### src/rtl/reg_file_mp_pkg.sv
// reg_file_mp_pkg: shared types and default sizing for the multi-port register file.
// Optional feature macro used by reg_file_mp: REG_FILE_MP_BYPASS_EN.
package reg_file_mp_pkg;

  typedef enum logic {CLEAR, READY} rf_state_e;

  localparam int RF_ADW = 5;
  localparam int RF_DPW = 32;
  localparam int RF_NRP = 2;
  localparam int RF_NWP = 1;

endpackage

### src/rtl/reg_file_mp_write_arb.sv
// rf_write_arb: resolves the write ports into one enable and one data word per
// entry. When several ports hit the same entry, the highest port index wins.
// The zero register, when enabled, never receives a write.
module rf_write_arb
  import reg_file_mp_pkg::*;
#(
  parameter int ADW      = RF_ADW,
  parameter int DPW      = RF_DPW,
  parameter int NWP      = RF_NWP,
  parameter int ZERO_REG = 1,
  parameter int DEPTH    = 2**ADW
) (
  input  logic [NWP-1:0][ADW-1:0]   addr_w_i,
  input  logic [NWP-1:0]            we_i,
  input  logic [NWP-1:0][DPW-1:0]   wd_i,
  output logic [DEPTH-1:0]          ent_we_o,
  output logic [DEPTH-1:0][DPW-1:0] ent_wd_o
);

  // Per-entry decode; ascending port order lets higher ports overwrite lower ones.
  always_comb begin
    // NOTE: every output gets a default first so no path leaves it unassigned (no latch).
    ent_we_o = '0;
    ent_wd_o = '0;
    for (int e = 0; e < DEPTH; e++) begin
      for (int p = 0; p < NWP; p++) begin
        if (we_i[p] && (addr_w_i[p] == ADW'(e))) begin
          ent_we_o[e] = 1'b1;
          ent_wd_o[e] = wd_i[p];
        end
      end
    end
    if (ZERO_REG != 0) begin
      ent_we_o[0] = 1'b0;
      ent_wd_o[0] = '0;
    end
  end

endmodule

### src/rtl/reg_file_mp.sv
// reg_file_mp: NRP asynchronous read ports, NWP synchronous write ports,
// optional hardwired-zero entry 0, and a DEPTH-cycle clear sweep after reset.
// Define REG_FILE_MP_BYPASS_EN to forward same-cycle write data to the reads.
module reg_file_mp
  import reg_file_mp_pkg::*;
#(
  parameter int ADW      = RF_ADW,
  parameter int DPW      = RF_DPW,
  parameter int NRP      = RF_NRP,
  parameter int NWP      = RF_NWP,
  parameter int ZERO_REG = 1
) (
  input  logic                    clk,
  input  logic                    rst,
  input  logic [NRP-1:0][ADW-1:0] addr_r,
  output logic [NRP-1:0][DPW-1:0] rd,
  input  logic [NWP-1:0][ADW-1:0] addr_w,
  input  logic [NWP-1:0]          we,
  input  logic [NWP-1:0][DPW-1:0] wd,
  output logic                    init_done
);

  localparam int DEPTH = 2**ADW;
  localparam logic [ADW-1:0] LAST_PTR = '1;

  rf_state_e        state_q;
  logic [ADW-1:0]   clr_ptr_q;
  logic             init_done_q;
  logic [DPW-1:0]   mem_q [DEPTH];

  logic [DEPTH-1:0]          ent_we;
  logic [DEPTH-1:0][DPW-1:0] ent_wd;

  rf_write_arb #(
    .ADW      (ADW),
    .DPW      (DPW),
    .NWP      (NWP),
    .ZERO_REG (ZERO_REG),
    .DEPTH    (DEPTH)
  ) u_write_arb (
    .addr_w_i (addr_w),
    .we_i     (we),
    .wd_i     (wd),
    .ent_we_o (ent_we),
    .ent_wd_o (ent_wd)
  );

  // Sweep control: walk clr_ptr over every entry, then hold READY until reset.
  always_ff @(posedge clk) begin
    // NOTE: sequential state uses non-blocking assignments only.
    if (rst) begin
      state_q     <= CLEAR;
      clr_ptr_q   <= '0;
      init_done_q <= 1'b0;
    end else begin
      case (state_q)
        CLEAR: begin
          if (clr_ptr_q == LAST_PTR) begin
            state_q     <= READY;
            init_done_q <= 1'b1;
          end else begin
            clr_ptr_q <= clr_ptr_q + 1'b1;
          end
        end
        READY:   state_q <= READY;
        default: state_q <= CLEAR;
      endcase
    end
  end

  // Storage: zeroed one entry per cycle by the sweep, then written by the arbiter.
  always_ff @(posedge clk) begin
    // NOTE: the array has no reset branch; clearing it is the sweep's job, which keeps it RAM-friendly.
    if (!rst) begin
      if (state_q == CLEAR) begin
        mem_q[clr_ptr_q] <= '0;
      end else if (state_q == READY) begin
        for (int e = 0; e < DEPTH; e++) begin
          if (ent_we[e]) mem_q[e] <= ent_wd[e];
        end
      end
    end
  end

  // Read muxes: stored value, optional forwarding, then zero forcing.
  always_comb begin
    for (int i = 0; i < NRP; i++) begin
      rd[i] = mem_q[addr_r[i]];
`ifdef REG_FILE_MP_BYPASS_EN
      if ((state_q == READY) && ent_we[addr_r[i]]) rd[i] = ent_wd[addr_r[i]];
`endif
      if ((state_q != READY) || ((ZERO_REG != 0) && (addr_r[i] == '0))) rd[i] = '0;
    end
  end

  assign init_done = init_done_q;

endmodule

### config.mk
export PLATFORM = sky130hd
export DESIGN_NAME = reg_file_mp
export DESIGN_NICKNAME = d
export VERILOG_FILES = /design/src/rtl/reg_file_mp_pkg.sv /design/src/rtl/reg_file_mp_write_arb.sv /design/src/rtl/reg_file_mp.sv
export SDC_FILE = /design/constraint.sdc
export NUM_CORES = 2
export LEC_CHECK = 0
export CORE_MARGIN = 3
export CORE_UTILIZATION = 39
export CTS_CLUSTER_DIAMETER = 120
export DETAILED_ROUTE_END_ITERATION = 8
export HOLD_SLACK_MARGIN = 0.05
export PLACE_DENSITY = 0.53
export SYNTH_ARGS = -nofsm -noshare
export SYNTH_HDL_FRONTEND = slang
export SYNTH_SLANG_ARGS = --single-unit
### constraint.sdc
create_clock -name clk -period 4.3 [get_ports clk]
set_input_delay 0.645 -clock clk [delete_from_list [all_inputs] [get_ports clk]]
set_output_delay 0.645 -clock clk [all_outputs]
set_load 0.02 [all_outputs]
# == Yosys cells after proc, flatten, opt, wreduce, memory -nomap -nowiden ==
# Memory sizes are Yosys's and may differ from the RTL's.
# Index checks and enable logic that the tools add are counted.
# op_classes
addsub,1
mul,0
div,0
order_cmp,0
n_eq_ne,32
n_shift,0
n_mux,286
bitwise,2
n_reduce_logical,68
# op_table
operator,n
$mux 32,64
$reduce_or 32->1,31
$mux 1,190
$mux 5,31
$eq 5x5->1 const B,17
$eq 5x4->1 const B,8
$logic_and 1x1->1,31
$eq 5x3->1 const B,4
$eq 5x2->1 const B,2
$logic_not 5->1,2
$add 5x1->5 const B,1
$eq 5x1->1 const B,1
$reduce_and 2->1,2
$logic_or 1x1->1,2
$not 1->1,2
$pmux 1 s2,1
# word_totals
register_bits,7
latch_bits,0
mem_bits_rw,1024
romBits,0
inputBits,50
word_cells,393
mem_count,1
# memory_table
memory,depth,width,rd,rd_clocked_by_memory_dff,wr,line_no,text
mem_q,32,32,2,0,1,reg_file_mp.sv:29,logic [DPW-1:0] mem_q [DEPTH];

# == Longest topological paths before layout ==
# depth
ltp_word,39
ltp_mapped,8
depth_no_buf,7

# == Cells and area by module ==
# From an unflattened synthesis, not the netlist that was laid out.
# hier_totals
hier_cells,4954
hier_area_um2,60659.4
# by_module_without_submodules
mod,instances,cells_each,area_per_inst_um2
reg_file_mp,1,3578,54823.8
rf_write_arb,1,1376,5835.6

# == Worst setup path after synthesis ==
# Ideal clock, no wire load.
# synth_timing
kind,input-to-reg
from,in rst
to,"mem mem_q[17][0] in the netlist's numbering, enable pin"
arrival_ps,2892
required_ps,3867
setup_slack_ps,976
cell_stages,4
path_buffers,1
path_cell_list,buf_2 > nor4b_2 > nand3_1 > o22ai_1
# synth_via
elab_chain_cells,34
word_cells_on_any_way,157
cone_classes,mux: 126; reduce/logical: 31
# synth_lines
element,line_no,text
from (decl),reg_file_mp.sv:14,"input logic rst,"
$mux 1,reg_file_mp.sv:74,if (!rst) begin
$mux 1 (not written as such),reg_file_mp.sv:79,if (ent_we[e]) mem_q[e] <= ent_wd[e];
$reduce_or 32->1 (no source line),--,
$mux 5 (no source line) / $mux 1 (equally long branches) (31 in a row),--,
to (decl),reg_file_mp.sv:29,
# Several ways; a longest one is shown, not always the timed one.

==> impl_results.md <==
- Tcrit/Tclk final: 96.67%
- Largest net degree at the start of global routing: just over 60
- Gpl congestion: 0.8915
- Status: complete, no violations
- Crit Path Class: primary input to output pin
- Initial core utilization: around two fifths
- DRT iter0 DRCs: between 5000 and 6000
- Core Area: 136300 um2
- Max_cap viols: 0
- Sw Ratio: a little under a quarter
- Routed wire length: roughly 220000 um
- Global-route wire length before repair: 297300 um
- Slew Viols, Final: 0
- Max transition margin: roughly 14%
- H-tree lvl count: 3
- Via count: between 30000 and 40000
- IO buf count: between 100 and 150
- Synth Cell Area: around 54000 um2
- I/O pin count: ~120
- YS warnings: 0
- Final Total Pwr: between 20 and 25 mW
- Die height: between 300 and 400 um
- Fmax: 240.6 MHz
- Grt ovf: 0
- Post-CTS Setup Repair Bufs: 0
- Vias in the first global route: 36300
- Num CTS Buffers: between 100 and 150
- Int Power: 16.77 mW
- Area grow syn2layout: 16.39%
- Sw power: between 5 and 6 mW
- Max Clock Skew: 0.03449 ns
- HP Class: flop to flop
- Final setup viols: 0
- Synthesized Nets: about 3900
- Post-route ant nets: 0
- Worst-path fanout max: 61
- EDFF count, synth: between 900 and 1000
- Actual slew at the worst max-slew pin: 1.282 ns
- Cell Pwr Density: approximately 350 nW/um2
- Mean routed wirelength per cell: 37.06 um
- # nets final: roughly 4000
- # rows: about 140
- Drc violations: 0
- CP endpoint kind: output pin
- Ys flop type: edfxtp_1
- DR pass1 iterations: 6
- Skew-Pair Late Insertion Delay: between 0.7 and 0.8 ns
- DPL Wire Length: 134600 um
- Post-synthesis sequential area ratio: about 56%
- Yosys cell types: 50
- Clock sinks: 999
- Leak Pwr: slightly below 20 nW
- Initial antenna violation count: 26
- Synth Register Bits: between 900 and 1000
- VDD IR max: approximately 0.3 mV
- Clock buffer depth: 3
- Avg Cell Area, Syn: 14.10 um2
- Worst path arrival time: approximately 3.5 ns
- Clock power frac: about 45%
- Async SR Flop Fraction: 0%
- Util after Layout: ~46%
- Hold slack: roughly 0.56 ns
- Die width: ~380 um
- Startpoint types: primary input
- Total GRT Usage: 30.09%
- Combinational power share: around 6.5%
- Mapped Cells: 3824
- CTS tree: yes
- Final Hold Viols: 0
- CTS root buffer: clkbuf_16
- Reg power frac: 48.6%
- RSZ-0062 raised after global routing: no
- Setup TNS: 0 ns
- Layout cells sized above 1: about 22%
- Required @ worst endpoint: ~3.7 ns
- Reg clk slew, reported paths: around 0.050 ns
- Die area: between 100000 and 150000 um2
- Fin crit period: around 4.2 ns
- Vias per cell: 6.319
==> stage by stage <==
step                      cell area (um2)  setup WS (ns)  cells
after CTS                           62710        0.06551   5802
after floorplan                     53920         0.9755   3824
after global placement              59030         0.1413   5590
after global routing                62730         0.1025   5802
after detailed placement            59030         0.1617   5590
final                               62760         0.1432   5815
==> layout by cell type, fill, tap and decap left out, types with 5 or more instances in the layout <==
cell type	Yosys	routed
edfxtp_1	992	992
nor2b_1	31	26
buf_12	0	60
o21ai_0	64	64
a2111o_1	21	21
nand3_1	6	6
clkdlybuf4s50_1	0	99
and2_1	994	993
mux2_2	35	35
nor3_1	12	11
buf_8	1	5
buf_4	31	237
a211oi_1	32	32
o22ai_1	62	31
mux2i_1	376	374
a221oi_1	105	105
o31a_1	11	11
clkbuf_16	0	117
clkbuf_1	288	28
nor2_4	0	33
o22ai_4	0	31
o221ai_1	20	20
bufinv_16	0	12
a31oi_1	32	31
clkinv_2	0	17
clkinv_1	0	33
dfxtp_1	7	7
a21oi_1	65	65
nor2_1	66	31
a22oi_1	62	62
mux4_2	324	324
diode_2	0	13
nand2_1	49	47
ha_1	5	5
==> cells in the mapped netlist, types with 2 or more instances <==
cell type / n / share of area [%]
and2_1: 994 / 12
edfxtp_1: 992 / 55
mux2i_1: 376 / 7.0
mux4_2: 324 / 14
clkbuf_1: 288 / 2.0
a221oi_1: 105 / 1.7
buf_2: 70 / 0.65
nor2_1: 66 / 0.46
a21oi_1: 65 / 0.60
o21ai_0: 64 / 0.59
a22oi_1: 62 / 0.86
o22ai_1: 62 / 0.72
nand2_1: 49 / 0.34
mux2_2: 35 / 0.73
a211oi_1: 32 / 0.45
a31oi_1: 32 / 0.37
buf_4: 31 / 0.43
nor2b_1: 31 / 0.36
a2111o_1: 21 / 0.44
o221ai_1: 20 / 0.32
buf_6: 16 / 0.33
nor3_1: 12 / 0.11
o31a_1: 11 / 0.18
buf_1: 9 / 0.063
dfxtp_1: 7 / 0.26
nand3_1: 6 / 0.056
ha_1: 5 / 0.12
inv_1: 5 / 0.035
nand2b_1: 4 / 0.046
nand3b_1: 4 / 0.056
or2_2: 3 / 0.035
and4bb_2: 2 / 0.046
nand4_1: 2 / 0.023
or4_1: 2 / 0.028
xor2_1: 2 / 0.032
==> logic make-up after synthesis <==
kind of cell | after synthesis | share of synthesized area (%)
simple gates | 1183 | 13.22
xor+xnor | 3 | 0.04874
mux | 735 | 21.24
flops | 999 | 55.51
fa+ha+maj | 5 | 0.1160
buf+inv | 421 | 3.560
compound gates | 478 | 6.307
==> final timing paths <==
kind / startpoint / endpoint / cells after the start / slack (ns)
max: addr_r[6] / rd[37] / 8 / 0.14
min: clr_ptr_q[1]$_SDFFE_PP0P_ / clr_ptr_q[1]$_SDFFE_PP0P_ / 2 / 0.56
max reg2reg: state_q$_SDFF_PP0_ / mem_q[6][14]$_SDFFCE_PN0P_ / 5 / 1.27
min reg2reg: clr_ptr_q[1]$_SDFFE_PP0P_ / clr_ptr_q[1]$_SDFFE_PP0P_ / 2 / 0.56
==> layer usage <==
metal / vias up / GRT usage [%] / wire length [um]
li1: 14890 / - / -
met1: 19140 / 41.91 / 86370
met2: 2259 / 45.76 / 97220
met3: 455 / 7.002 / 23240
met4: 4 / 11.52 / 8628
met5: - / 0 / 25
==> repair_timing <==
item	in CTS	in global routing
endpoints found under the setup margin	0	2
resized for setup	0	3
hold buffers	0	0
==> power groups by stage <==
stage / clock, mW / sequential [mW] / combinational [mW]
2_1_floorplan: 0 / 10.8 / 0.795
3_3_place_gp: 0 / 10.8 / 1.39
3_5_place_dp: 0 / 10.8 / 1.39
4_1_cts: 9.93 / 10.6 / 1.40
5_1_grt: 10.3 / 10.6 / 1.46
6_report: 9.81 / 10.6 / 1.42
==> critical path, stage by stage <==
cell      delay (ns)
buf_8           0.33
buf_12          0.43
mux4_2          0.58
mux2i_2         0.59
a221oi_1        0.25
buf_4           0.20
o31a_1          0.15
buf_4           0.18
==> registers in the layout, indices dropped and copies added (netlist names) <==
name       cells
mem_q        992
init_done      1
clr_ptr_q      5
state_q        1
==> layout make-up <==
type                       count  area [um2]
fill                       11790       73550
sequential                   999       29930
multi-input combinational   2404       22820
timing repair buffer         401        4046
clock buffer                 145        3033
tap                         1781        2228
clock inverter                67       650.6
antenna                       13       32.53
inverter                       5       18.77
Power figures use the tool's default switching activity.
